===== src/rtl/uart_pkg.sv =====
// Shared definitions for the configurable UART: parity modes, FSM state
// encodings and the baud divisor calculation.
`timescale 1ns/1ps
package uart_pkg;

   localparam int PARITY_NONE = 0;
   localparam int PARITY_ODD  = 1;
   localparam int PARITY_EVEN = 2;

   typedef enum logic [2:0] {
      TX_IDLE,
      TX_START,
      TX_DATA,
      TX_PARITY,
      TX_STOP
   } txState_e;

   typedef enum logic [2:0] {
      RX_IDLE,
      RX_START,
      RX_DATA,
      RX_PARITY,
      RX_STOP
   } rxState_e;

   // Integer floor; the remainder is dropped, never accumulated.
   function automatic int calcDivisor(input int clockFreq, input int baudRate);
      return clockFreq / baudRate;
   endfunction

endpackage


===== src/rtl/uart_sync_fifo.sv =====
// Synchronous FIFO with an extra pointer bit so full and empty differ.
// The read head is combinational; a push into an empty FIFO shows next cycle.
`timescale 1ns/1ps
module uart_sync_fifo #(
   parameter int Width = 8,
   parameter int Depth = 8
) (
   input  logic             clock_i,
   input  logic             reset_i,
   input  logic [Width-1:0] pushData_i,
   input  logic             push_i,
   input  logic             pop_i,
   output logic [Width-1:0] popData_o,
   output logic             full_o,
   output logic             empty_o
);

   localparam int AddrW = $clog2(Depth);
   localparam logic [AddrW:0] PtrOne = 1;

   logic [Width-1:0] mem_q [Depth];
   logic [AddrW:0]   wrPtr_q, wrPtr_d;
   logic [AddrW:0]   rdPtr_q, rdPtr_d;
   logic             doPush;
   logic             doPop;

   assign empty_o = (wrPtr_q == rdPtr_q);
   assign full_o  = (wrPtr_q[AddrW] != rdPtr_q[AddrW]) &&
                    (wrPtr_q[AddrW-1:0] == rdPtr_q[AddrW-1:0]);

   // A pop frees the slot a simultaneous push into a full FIFO needs.
   assign doPop  = pop_i && !empty_o;
   assign doPush = push_i && (!full_o || pop_i);

   assign popData_o = mem_q[rdPtr_q[AddrW-1:0]];

   always_comb begin
      wrPtr_d = doPush ? wrPtr_q + PtrOne : wrPtr_q;
      rdPtr_d = doPop  ? rdPtr_q + PtrOne : rdPtr_q;
   end

   always_ff @(posedge clock_i) begin
      if (reset_i) begin
         wrPtr_q <= '0;
         rdPtr_q <= '0;
      end else begin
         wrPtr_q <= wrPtr_d;
         rdPtr_q <= rdPtr_d;
      end
   end

   always_ff @(posedge clock_i) begin
      if (doPush) begin
         mem_q[wrPtr_q[AddrW-1:0]] <= pushData_i;
      end
   end

endmodule


===== src/rtl/uart_fifo.sv =====
// Configurable UART with TX/RX FIFOs, parity, framing and overrun detection
// and start-bit glitch rejection.
`timescale 1ns/1ps
module uart_fifo
   import uart_pkg::*;
#(
   parameter int ClockFreq = 50_000_000,
   parameter int BaudRate  = 115_200,
   parameter int DataBits  = 8,
   parameter int Parity    = 0,
   parameter int StopBits  = 1,
   parameter int FifoDepth = 8
) (
   input  logic                Clock,
   input  logic                Reset,
   input  logic [DataBits-1:0] DataIn,
   input  logic                DataInValid,
   output logic                DataInReady,
   output logic [DataBits-1:0] DataOut,
   output logic                DataOutValid,
   input  logic                DataOutReady,
   input  logic                SIn,
   output logic                SOut,
   output logic                ParityError,
   output logic                FrameError,
   output logic                Overrun,
   output logic                TxBusy
);

   localparam int Divisor = calcDivisor(ClockFreq, BaudRate);
   localparam int HalfDiv = Divisor / 2;
   localparam int StopLen = StopBits * Divisor;
   localparam int CntW    = $clog2(StopLen + 1);
   localparam int BitW    = $clog2(DataBits);

   localparam logic            OddPar     = (Parity == PARITY_ODD);
   localparam logic            HasPar     = (Parity != PARITY_NONE);
   localparam logic [CntW-1:0] CntOne     = CntW'(1);
   localparam logic [CntW-1:0] CntBitEnd  = CntW'(Divisor - 1);
   localparam logic [CntW-1:0] CntHalfEnd = CntW'(HalfDiv - 1);
   localparam logic [CntW-1:0] CntStopEnd = CntW'(StopLen - 1);
   localparam logic [BitW-1:0] LastBit    = BitW'(DataBits - 1);

   if (Divisor < 4) begin : gBadDivisor
      $error("uart_fifo: ClockFreq/BaudRate must be at least 4");
   end

   logic [DataBits-1:0] txHead;
   logic                txFull, txEmpty, txPop;
   logic                rxFull, rxEmpty;

   txState_e            txState_q, txState_d;
   logic [CntW-1:0]     txCnt_q, txCnt_d;
   logic [BitW-1:0]     txBit_q, txBit_d;
   logic [DataBits-1:0] txShift_q, txShift_d;
   logic                txParity_q, txParity_d;
   logic                sOut_q, sOut_d;

   rxState_e            rxState_q, rxState_d;
   logic [CntW-1:0]     rxCnt_q, rxCnt_d;
   logic [BitW-1:0]     rxBit_q, rxBit_d;
   logic [DataBits-1:0] rxShift_q, rxShift_d;
   logic                rxParBit_q, rxParBit_d;
   logic                rxPush_q, rxPush_d;
   logic                parErr_q, parErr_d;
   logic                frameErr_q, frameErr_d;
   logic                overrun_q, overrun_d;
   logic                sInMeta_q, sInSync_q, sInPrev_q;

   assign DataInReady  = !txFull && !Reset;
   assign DataOutValid = !rxEmpty;
   assign SOut         = sOut_q;
   assign TxBusy       = !txEmpty || (txState_q != TX_IDLE);
   assign ParityError  = parErr_q;
   assign FrameError   = frameErr_q;
   assign Overrun      = overrun_q;

   uart_sync_fifo #(.Width(DataBits), .Depth(FifoDepth)) uTxFifo (
      .clock_i    (Clock),
      .reset_i    (Reset),
      .pushData_i (DataIn),
      .push_i     (DataInValid && DataInReady),
      .pop_i      (txPop),
      .popData_o  (txHead),
      .full_o     (txFull),
      .empty_o    (txEmpty)
   );

   uart_sync_fifo #(.Width(DataBits), .Depth(FifoDepth)) uRxFifo (
      .clock_i    (Clock),
      .reset_i    (Reset),
      .pushData_i (rxShift_q),
      .push_i     (rxPush_q),
      .pop_i      (DataOutReady),
      .popData_o  (DataOut),
      .full_o     (rxFull),
      .empty_o    (rxEmpty)
   );

   // sOut_d is the line level for the state being entered, so the output
   // flop changes on the same edge as the state register.
   always_comb begin
      txState_d  = txState_q;
      txCnt_d    = txCnt_q + CntOne;
      txBit_d    = txBit_q;
      txShift_d  = txShift_q;
      txParity_d = txParity_q;
      sOut_d     = sOut_q;
      txPop      = 1'b0;
      case (txState_q)
         TX_IDLE: begin
            txCnt_d = '0;
            sOut_d  = 1'b1;
            if (!txEmpty) begin
               txState_d  = TX_START;
               txPop      = 1'b1;
               txShift_d  = txHead;
               txParity_d = (^txHead) ^ OddPar;
               sOut_d     = 1'b0;
            end
         end
         TX_START: begin
            if (txCnt_q == CntBitEnd) begin
               txState_d = TX_DATA;
               txCnt_d   = '0;
               txBit_d   = '0;
               sOut_d    = txShift_q[0];
            end
         end
         TX_DATA: begin
            if (txCnt_q == CntBitEnd) begin
               txCnt_d = '0;
               if (txBit_q == LastBit) begin
                  txState_d = HasPar ? TX_PARITY : TX_STOP;
                  sOut_d    = HasPar ? txParity_q : 1'b1;
               end else begin
                  txBit_d   = txBit_q + 1'b1;
                  txShift_d = txShift_q >> 1;
                  sOut_d    = txShift_q[1];
               end
            end
         end
         TX_PARITY: begin
            if (txCnt_q == CntBitEnd) begin
               txState_d = TX_STOP;
               txCnt_d   = '0;
               sOut_d    = 1'b1;
            end
         end
         TX_STOP: begin
            if (txCnt_q == CntStopEnd) begin
               txCnt_d = '0;
               if (!txEmpty) begin
                  txState_d  = TX_START;
                  txPop      = 1'b1;
                  txShift_d  = txHead;
                  txParity_d = (^txHead) ^ OddPar;
                  sOut_d     = 1'b0;
               end else begin
                  txState_d = TX_IDLE;
                  sOut_d    = 1'b1;
               end
            end
         end
         default: begin
            txState_d = TX_IDLE;
            sOut_d    = 1'b1;
         end
      endcase
   end

   always_ff @(posedge Clock) begin
      if (Reset) begin
         txState_q  <= TX_IDLE;
         txCnt_q    <= '0;
         txBit_q    <= '0;
         txShift_q  <= '0;
         txParity_q <= 1'b0;
         sOut_q     <= 1'b1;
      end else begin
         txState_q  <= txState_d;
         txCnt_q    <= txCnt_d;
         txBit_q    <= txBit_d;
         txShift_q  <= txShift_d;
         txParity_q <= txParity_d;
         sOut_q     <= sOut_d;
      end
   end

   // Only the first stop bit is sampled; returning to idle right after it
   // lets a start bit one bit-time later be caught.
   always_comb begin
      rxState_d  = rxState_q;
      rxCnt_d    = rxCnt_q + CntOne;
      rxBit_d    = rxBit_q;
      rxShift_d  = rxShift_q;
      rxParBit_d = rxParBit_q;
      rxPush_d   = 1'b0;
      parErr_d   = 1'b0;
      frameErr_d = 1'b0;
      overrun_d  = 1'b0;
      case (rxState_q)
         RX_IDLE: begin
            rxCnt_d = '0;
            if (sInPrev_q && !sInSync_q) begin
               rxState_d = RX_START;
            end
         end
         RX_START: begin
            if (rxCnt_q == CntHalfEnd) begin
               rxCnt_d = '0;
               if (sInSync_q) begin
                  rxState_d = RX_IDLE;
               end else begin
                  rxState_d = RX_DATA;
                  rxBit_d   = '0;
               end
            end
         end
         RX_DATA: begin
            if (rxCnt_q == CntBitEnd) begin
               rxCnt_d   = '0;
               rxShift_d = {sInSync_q, rxShift_q[DataBits-1:1]};
               if (rxBit_q == LastBit) begin
                  rxState_d = HasPar ? RX_PARITY : RX_STOP;
               end else begin
                  rxBit_d = rxBit_q + 1'b1;
               end
            end
         end
         RX_PARITY: begin
            if (rxCnt_q == CntBitEnd) begin
               rxState_d  = RX_STOP;
               rxCnt_d    = '0;
               rxParBit_d = sInSync_q;
            end
         end
         RX_STOP: begin
            if (rxCnt_q == CntBitEnd) begin
               rxState_d = RX_IDLE;
               rxCnt_d   = '0;
               if (!sInSync_q) begin
                  frameErr_d = 1'b1;
               end else if (HasPar && (rxParBit_q != ((^rxShift_q) ^ OddPar))) begin
                  parErr_d = 1'b1;
               end else if (rxFull) begin
                  overrun_d = 1'b1;
               end else begin
                  rxPush_d = 1'b1;
               end
            end
         end
         default: rxState_d = RX_IDLE;
      endcase
   end

   always_ff @(posedge Clock) begin
      if (Reset) begin
         sInMeta_q  <= 1'b1;
         sInSync_q  <= 1'b1;
         sInPrev_q  <= 1'b1;
         rxState_q  <= RX_IDLE;
         rxCnt_q    <= '0;
         rxBit_q    <= '0;
         rxShift_q  <= '0;
         rxParBit_q <= 1'b0;
         rxPush_q   <= 1'b0;
         parErr_q   <= 1'b0;
         frameErr_q <= 1'b0;
         overrun_q  <= 1'b0;
      end else begin
         sInMeta_q  <= SIn;
         sInSync_q  <= sInMeta_q;
         sInPrev_q  <= sInSync_q;
         rxState_q  <= rxState_d;
         rxCnt_q    <= rxCnt_d;
         rxBit_q    <= rxBit_d;
         rxShift_q  <= rxShift_d;
         rxParBit_q <= rxParBit_d;
         rxPush_q   <= rxPush_d;
         parErr_q   <= parErr_d;
         frameErr_q <= frameErr_d;
         overrun_q  <= overrun_d;
      end
   end

endmodule


===== config.mk =====
export PLATFORM = sky130hd
export DESIGN_NAME = uart_fifo
export DESIGN_NICKNAME = d
export VERILOG_FILES = /design/src/rtl/uart_pkg.sv /design/src/rtl/uart_sync_fifo.sv /design/src/rtl/uart_fifo.sv
export SDC_FILE = /design/constraint.sdc
export NUM_CORES = 1
export LEC_CHECK = 0
export ABC_AREA = 1
export CAP_MARGIN = 15
export CORE_UTILIZATION = 57
export DETAILED_ROUTE_END_ITERATION = 10
export HOLD_SLACK_MARGIN = 0.15
export PLACE_DENSITY = 0.75
export SKIP_CTS_REPAIR_TIMING = 1
export SYNTH_ARGS = -nofsm -noshare
export SYNTH_HDL_FRONTEND = slang
export SYNTH_SLANG_ARGS = --single-unit

===== constraint.sdc =====
create_clock -name Clock -period 2.35 [get_ports Clock]
set_clock_uncertainty 0.05 [all_clocks]
set_input_delay 0.3525 -clock Clock [delete_from_list [all_inputs] [get_ports Clock]]
set_output_delay 0.3525 -clock Clock [all_outputs]
set_load 0.02 [all_outputs]

==> summary.md, run 1 <==
| Metric | Value |
|---|---|
| Clock tree from TritonCTS | `done` |
| Fin. max-slew vios | `0` |
| Leading register cell type out of synthesis | `sky130_fd_sc_hd__edfxtp_1` |
| Sum of overflow across all layers after global routing | `0` |
| Share of synthesized area occupied by flip-flops and latches | `around three fifths` |
| Worst Hold Path EP | `sInSync_q` |
| Post-Synthesis Cells | `927` |
| Per-instance average area after synthesis | `9.43 um^2` |
| Slowest cell delay on critical path | `roughly 0.34 ns` |
| Largest net degree at the start of global routing | `36` |
| Net Count, Synth | `roughly 950` |
| Weighted congestion at the end of routability-driven global placement | `between 0.8 and 0.9` |
| Final number of hold-violating endpoints | `0` |
| Count of input and output buffers | `26` |
| Number of synthesized register bits | `203` |
| Vias after detailed routing | `6,255` |
| Net Switching | `2.98 mW` |
| Worst-case register-to-register setup slack | `0.37 ns` |
| Async set or reset register ratio after synthesis | `0%` |
| Starting Density | `between 50 and 60%` |
| EDFF count, synth | `128` |
| Routed wire length | `17.1 mm` |
| Required time of the critical path | `1.95 ns` |
| Clock tree buffer depth | `3` |
| Slew HR | `61.8%` |
| Syn-to-layout area delta | `15.3%` |
| Crit path DAT | `1.81 ns` |
| Max-Cap Viols | `0` |
| Time the final worst path needs with I/O delays and setup | `roughly 2.2 ns` |
| Antenna violations before repair | `0` |
| Worst reg2reg path endpoint | `rxShift_q[5]` |
| Sum of net half-perimeters after detailed placement | `around 11 mm` |
| Die H | `between 100 and 150 um` |
| Share of total power in combinational logic | `23.0%` |
| Launch point of the worst hold path | `sInMeta_q` |
| Top post-synthesis cells by count | `243 x sky130_fd_sc_hd__nand2_1, 150 x sky130_fd_sc_hd__nor2_1, 128 x sky130_fd_sc_hd__edfxtp_1` |
| Part of the power in registers | `42.0%` |
| Share of post-route cells with drive strength above 1 | `9.92%` |
| Wire length of the first global-routing pass | `29.1 mm` |
| Maximum fanout count along the critical path | `24` |
| Number of DRC markers in iteration 0 | `453` |
| Critical path endpoint category | `primary output` |
| Number of cells on the worst reg-to-reg path | `8` |
| Area fraction of the dominant cell type after synthesis | `44.0%` |
| Slowest-stage cell, CP | `sky130_fd_sc_hd__dfxtp_1` |
| CTS buffer count | `21` |
| Setup slack of the critical path after layout | `0.137 ns` |
| RSZ-0062 raised after global routing | `no` |
| Clk sink count | `203` |
| Storage element area | `5350 um^2` |
| Post-synthesis cell type count | `38` |
| Part of the power in the clock network | `35.0%` |
| CTS H-tree depth | `1` |
| Maximum ir drop on the vdd rail | `0.809 mV` |
| Cell with the most instances on the worst path | `sky130_fd_sc_hd__nand2_1` |
| Row count | `44` |
| Number of global-route vias before repair | `roughly 6,000` |
| Die ar. | `roughly 16,000 um^2` |
| Biggest area contributors in the synthesized netlist | `sky130_fd_sc_hd__edfxtp_1 44%, sky130_fd_sc_hd__dfxtp_1 17%, sky130_fd_sc_hd__nand2_1 10%` |
| Design internal power | `6.78 mW` |
| Worst path cell trace | `inv_1 > buf_12 > nor2_1 > o32ai_1 > nand2_1 > nand2_1 > dlymetal6s2s_1` |
| Final cycle utilization of the critical path | `between 90% and 100%` |
| Nets | `1,000` |
| Number of synthesis warnings | `0` |
| Reg2reg start | `rxCnt_q[0]` |
| Largest area contributor in the netlist | `sky130_fd_sc_hd__edfxtp_1` |
| Post-layout util | `68.3%` |
| Power per cell area | `969 nW/um^2` |
| Fill cell total of the finished layout | `1,098` |
| Post-CTS clock slew at the launch and capture registers of the worst setup and hold paths | `0.06 ns` |
| Hold Path Stages | `1` |
| Multi-input logic area | `approximately 3000 um^2` |
| WL per Instance | `roughly 15 um` |
| Count of pins on the block boundary | `28` |
| Sort of element at the start of the critical path | `flip-flop` |
| Worst hold-check path type | `flip-flop to flip-flop` |
| Max Freq | `452 MHz` |
| DR pass1 iterations | `4` |
| Worst skew pair latency | `0.49 ns` |
| Mapped Area | `around 8700 um^2` |
| Core area | `14,800 um^2` |
| Number of nets with antenna violations after detailed routing | `0` |
| Slew at the pin closest to its max-slew limit | `0.572 ns` |
| Setup slack at placement | `0.246 ns` |
| Average via count per standard cell | `5.34` |
| Sw Share | `a little under a third` |
| Diodes inserted | `0` |
| Most frequently used cell type in the post-synthesis netlist | `sky130_fd_sc_hd__nand2_1` |
| GRT Total Usage | `22.9%` |
| Die width | `126 um` |
| Static Leak | `4.39 nW` |
| Result of the run | `complete, no violations` |
| Setup violations, final | `0` |
| Startpoint-to-endpoint class of the critical path | `flip-flop to primary output` |
| Clock tree root buffer cell | `sky130_fd_sc_hd__clkbuf_16` |
| Remaining design rule violation count | `0` |
[cell type report]
cell class | instances | area share, %
clock buffers | 24 | 5.44
flip-flops and latches | 203 | 53.0
repair buffers | 55 | 5.17
clock inverters | 13 | 1.68
inverters | 74 | 2.76
multi-input cells | 619 | 29.6
well taps | 184 | 2.28
[registers in the layout, indices dropped and copies added, names as in the netlist, 8 cells and up, named ones only]
signal and cells:
rxShift_q 8, rxCnt_q 9, uRxFifo.mem_q 64, txCnt_q 9
txShift_q 8, uTxFifo.mem_q 64
[how the worst max path moves through the flow]
| stage | from | slack (ns) | to | depth (start not counted) |
|---|---|---|---|---|
| 4_1_cts | flip-flop | -0.27 | DataOut[1] | 7 |
| 5_1_grt | flip-flop | 0.003 | DataOut[4] | 7 |
| 3_3_place_gp | DataOutReady | 0.29 | uRxFifo.mem_q[2][0] | 8 |
| 3_5_place_dp | DataOutReady | 0.25 | uRxFifo.mem_q[2][4] | 8 |
| 6_report | flip-flop | 0.14 | DataOut[3] | 7 |
| 2_1_floorplan | uTxFifo.wrPtr_q[0] | 0.19 | uTxFifo.mem_q[0][0] | 7 |
[worst max-delay path: cells and delay by family, from the launching register on]
family	cells	cell delay [ns]
AOI/OAI and AO/OA	1	0.24
buffers and inverters	3	0.52
DFF	1	0.34
and+or+nand+nor	3	0.22
[metal layers]
metal	global-route usage (%)	up-vias	part of all wire, %
li1	-	3176	-
met1	31.0	2897	45
met2	38.1	158	48
met3	3.61	24	5.4
met4	7.44	0	1.4
met5	0	-	0
[per-stage QoR]
step,total power [mW],hold WS (ns),std cells,TNS [ns],cell area [um^2]
finish,9.76,0.368,1172,0,10100
CTS,9.80,0.369,1172,-2.49,10100
global route,10.3,0.372,1172,0,10100
floorplan,5.88,0.339,927,0,8740
global placement,6.31,0.341,1135,0,9350
detailed placement,6.37,0.355,1135,0,9350
[cells in the final DEF (no fill, tap or decap), types with 5 or more instances in the layout]
cell type / n
sky130_fd_sc_hd__buf_4: 26
sky130_fd_sc_hd__clkbuf_16: 21
sky130_fd_sc_hd__ha_1: 13
sky130_fd_sc_hd__inv_1: 70
sky130_fd_sc_hd__xor2_1: 12
sky130_fd_sc_hd__inv_2: 5
sky130_fd_sc_hd__xnor2_1: 8
sky130_fd_sc_hd__o21ai_0: 37
sky130_fd_sc_hd__nand3_1: 53
sky130_fd_sc_hd__dlymetal6s2s_1: 8
sky130_fd_sc_hd__nand4_1: 9
sky130_fd_sc_hd__nor3_1: 17
sky130_fd_sc_hd__nor2_1: 150
sky130_fd_sc_hd__edfxtp_1: 128
sky130_fd_sc_hd__dfxtp_1: 75
sky130_fd_sc_hd__clkdlybuf4s50_1: 15
sky130_fd_sc_hd__a21oi_1: 23
sky130_fd_sc_hd__o32ai_1: 15
sky130_fd_sc_hd__nand2_2: 6
sky130_fd_sc_hd__nand2_1: 243
[cell families (layout without fill, tap and decap cells)]
logic type / Yosys count / after routing / share of synthesized area (%)
AND/OR/NAND/NOR: 502 / 502 / 24.4
flip-flops: 203 / 203 / 61.2
buffers and inverters: 105 / 166 / 4.80
AO/OA/AOI/OAI: 83 / 83 / 5.73
XOR/XNOR: 20 / 20 / 2.00
adder cells (fa/ha/maj): 13 / 13 / 1.86
other: 1 / 1 / 0.0429
[power groups by stage]
stage	clock [mW]	sequential [mW]	combinational (mW)
global placement	0	4.16	2.15
finish	3.42	4.10	2.24
CTS	3.45	4.10	2.26
global route	3.60	4.12	2.56
floorplan	0	4.14	1.74
detailed placement	0	4.17	2.20
(Power assumes the default switching activity.)
==> run 2, diff against run 1 <==
- REMOVE_ABC_BUFFERS: unset -> 1
- SYNTH_HIERARCHICAL: unset -> 1
- clock period: 2.35 -> 2.4 ns (I/O delays scaled with it)
==> summary.md, run 2 <==
| Metric | Value |
|---|---|
| Worst hold-check path type | `flip-flop to flip-flop` |
| Per-instance average area after synthesis | `9.50 um^2 (+0.83%)` |
| GRT Total Usage | `23.2% (+0.24 points)` |
| Largest net degree at the start of global routing | `33 (-8.3%)` |
| Number of cells on the worst reg-to-reg path | `11 (+3)` |
| Sort of element at the start of the critical path | `flip-flop` |
| Wire length of the first global-routing pass | `29.1 mm (about the same)` |
| Setup slack at placement | `0.125 ns (-0.120 ns)` |
| Sum of overflow across all layers after global routing | `0 (unchanged)` |
| Most common cell after layout, fill and taps aside | `sky130_fd_sc_hd__nor2_1` |
| Clk sink count | `203 (unchanged)` |
| Standard cell area after detailed placement | `9510 um^2 (+1.8%)` |
| Setup violations, final | `0 (unchanged)` |
| Critical path endpoint category | `primary output` |
| Top post-synthesis cells by count | `178 x sky130_fd_sc_hd__nor2_1, 175 x sky130_fd_sc_hd__nand2_1, 128 x sky130_fd_sc_hd__edfxtp_1` |
| Reg2reg start | `uTxFifo/wrPtr_q[2]` |
| Most frequently used cell type in the post-synthesis netlist | `sky130_fd_sc_hd__nor2_1` |
| Nets | `1,021 (+2.1%)` |
| Time the final worst path needs with I/O delays and setup | `2.25 ns` |
| Starting Density | `58.5% (-0.77 points)` |
| Sum of net half-perimeters after detailed placement | `11.9 mm (+10%)` |
| Maximum ir drop on the vdd rail | `0.584 mV (-28%)` |
| Die H | `127 um (+0.83%)` |
| Diodes inserted | `0 (unchanged)` |
| EDFF count, synth | `128 (unchanged)` |
| Count of input and output buffers | `26 (unchanged)` |
| Antenna violations before repair | `0 (unchanged)` |
| Power per cell area | `904 nW/um^2 (-6.7%)` |
| Die width | `127 um (+0.83%)` |
| Share of synthesized area occupied by flip-flops and latches | `60.2% (-1.0 points)` |
| Syn-to-layout area delta | `15.3% (about the same)` |
| Post-layout util | `67.4% (-0.88 points)` |
| Remaining design rule violation count | `0 (unchanged)` |
| Share of post-route cells with drive strength above 1 | `13.3% (+3.3 points)` |
| Async set or reset register ratio after synthesis | `0% (unchanged)` |
| Hold Path Stages | `1 (unchanged)` |
| Result of the run | `complete, no violations` |
| CTS buffer count | `22 (+4.8%)` |
| Clock tree root buffer cell | `sky130_fd_sc_hd__clkbuf_16` |
| Row count | `45 (+2.3%)` |
| Startpoint-to-endpoint class of the critical path | `flip-flop to primary output` |
| Post-synthesis cell type count | `38 (unchanged)` |
| Crit path DAT | `1.84 ns (+0.03 ns)` |
| Area fraction of the dominant cell type after synthesis | `43.3% (-0.74 points)` |
| Final number of hold-violating endpoints | `0 (unchanged)` |
| Number of global-route vias before repair | `5,885 (-1.5%)` |
| DR pass1 iterations | `5 (+1)` |
| Total design power | `9.26 mW (-5.1%)` |
| Core area | `15,200 um^2 (+3.0%)` |
| Clock tree from TritonCTS | `done` |
| Post-route design area | `10,200 um^2 (+1.7%)` |
| Post-Synthesis Cells | `935 (+0.86%)` |
| Worst skew pair latency | `0.50 ns (about the same)` |
| Leading register cell type out of synthesis | `sky130_fd_sc_hd__edfxtp_1` |
| Number of nets with antenna violations after detailed routing | `0 (unchanged)` |
| Count of pins on the block boundary | `28 (unchanged)` |
| Number of synthesized register bits | `203 (unchanged)` |
| Largest area contributor in the netlist | `sky130_fd_sc_hd__edfxtp_1` |
| Mapped Area | `8890 um^2 (+1.7%)` |
| Routed wire length | `17.9 mm (+4.3%)` |
| Clock tree buffer depth | `3 (unchanged)` |
| RSZ-0062 raised after global routing | `no` |
| Number of DRC markers in iteration 0 | `429 (-5.3%)` |
| Static Leak | `4.37 nW (-0.39%)` |
| Top library cells by usage in the layout, fill and taps aside | `178 x sky130_fd_sc_hd__nor2_1, 175 x sky130_fd_sc_hd__nand2_1, 128 x sky130_fd_sc_hd__edfxtp_1, 81 x sky130_fd_sc_hd__o21ai_0, 74 x sky130_fd_sc_hd__inv_1` |
| Maximum fanout count along the critical path | `10 (-58%)` |
| Post-CTS clock slew at the launch and capture registers of the worst setup and hold paths | `0.06 ns (about the same)` |
| Die ar. | `16,100 um^2 (+1.7%)` |
| Setup slack of the critical path after layout | `0.153 ns (+0.0156 ns)` |
| Final cycle utilization of the critical path | `93.6%` |
| Fill cell total of the finished layout | `1,204 (+9.7%)` |
| Vias after detailed routing | `6,430 (+2.8%)` |
| WL per Instance | `14.9 um (+2.1%)` |
| Number of synthesis warnings | `6 (+6)` |
| CTS H-tree depth | `1 (unchanged)` |
| Max Freq | `around 450 MHz` |
| Max-Cap Viols | `0 (unchanged)` |
| Slew HR | `59.7% (-2.1 points)` |
| Fin. max-slew vios | `0 (unchanged)` |
| Launch point of the worst hold path | `sInMeta_q` |
| Required time of the critical path | `1.99 ns (+0.04 ns)` |
| Worst-case register-to-register setup slack | `0.23 ns (-0.14 ns)` |
| Average via count per standard cell | `5.37 (+0.57%)` |
| Biggest area contributors in the synthesized netlist | `sky130_fd_sc_hd__edfxtp_1 43%, sky130_fd_sc_hd__dfxtp_1 17%, sky130_fd_sc_hd__nor2_1 7.5%` |
| Slew at the pin closest to its max-slew limit | `0.604 ns (+0.0320 ns)` |
| Weighted congestion at the end of routability-driven global placement | `0.803 (-3.2%)` |
## run 2: cell types whose count changed after synthesis, moves of 15 or more
cell,change
sky130_fd_sc_hd__a31oi_1,+15
sky130_fd_sc_hd__o32ai_1,-16
sky130_fd_sc_hd__a21oi_1,+19
sky130_fd_sc_hd__nand3_1,-18
sky130_fd_sc_hd__nor2_1,+28
sky130_fd_sc_hd__nand2_1,-68
sky130_fd_sc_hd__o21ai_0,+45
## run 2: logic make-up after synthesis
family,Yosys count,synth area share [%]
AO/OA/AOI/OAI,149,8.87
XOR/XNOR,20,2.14
adder cells (fa/ha/maj),13,1.83
buffers and inverters,108,5.00
flip-flops,203,60.2
other,1,0.0422
AND/OR/NAND/NOR,441,22.0
## run 2: critical path, cell delays in order (launching register included)
cell                       delay [ns]
sky130_fd_sc_hd__dfxtp_1         0.43
sky130_fd_sc_hd__inv_1           0.08
sky130_fd_sc_hd__buf_4           0.18
sky130_fd_sc_hd__nor2_1          0.10
sky130_fd_sc_hd__o21ai_0         0.08
sky130_fd_sc_hd__a31oi_1         0.26
sky130_fd_sc_hd__clkbuf_2        0.22
## run 2: layout make-up
cell class	instances	area (um^2)	area share [%]
multi-input combinational	624	3100	30.3
timing repair buffer	60	527	5.14
tap	188	235	2.30
sequential	203	5350	52.2
inverter	84	318	3.10
clock buffer	28	604	5.90
clock inverter	11	109	1.06
## run 2: path summary, 6_finish.rpt
check,end
max,DataOut[2]
min reg2reg,sInSync_q
min,sInSync_q
max reg2reg,uTxFifo/mem_q[4][5]
## run 2: metal layers
layer	vias to the layer above	part of all wire, %	GRT usage, %
li1	3225	-	-
met1	3031	46	31.5
met2	148	48	38.9
met3	26	4.4	3.33
met4	0	1.5	6.51
met5	-	0	0
## run 2: report_power, final
group / switching [mW] / total, mW / internal [mW] / leakage [nW]
Clock: 1.29 / 3.28 / 1.99 / 0.340
Combinational: 1.27 / 1.95 / 0.679 / 2.09
Sequential: 0.154 / 4.02 / 3.87 / 1.94
## run 2: stage by stage
| step | cells | hold slack, ns | TNS [ns] |
|---|---|---|---|
| final | 1198 | 0.367 | 0 |
| after global routing | 1198 | 0.373 | 0 |
| after CTS | 1198 | 0.369 | -2.68 |
| after detailed placement | 1159 | 0.355 | 0 |
| after global placement | 1159 | 0.344 | 0 |
| after floorplan | 911 | 0.339 | -1.72 |
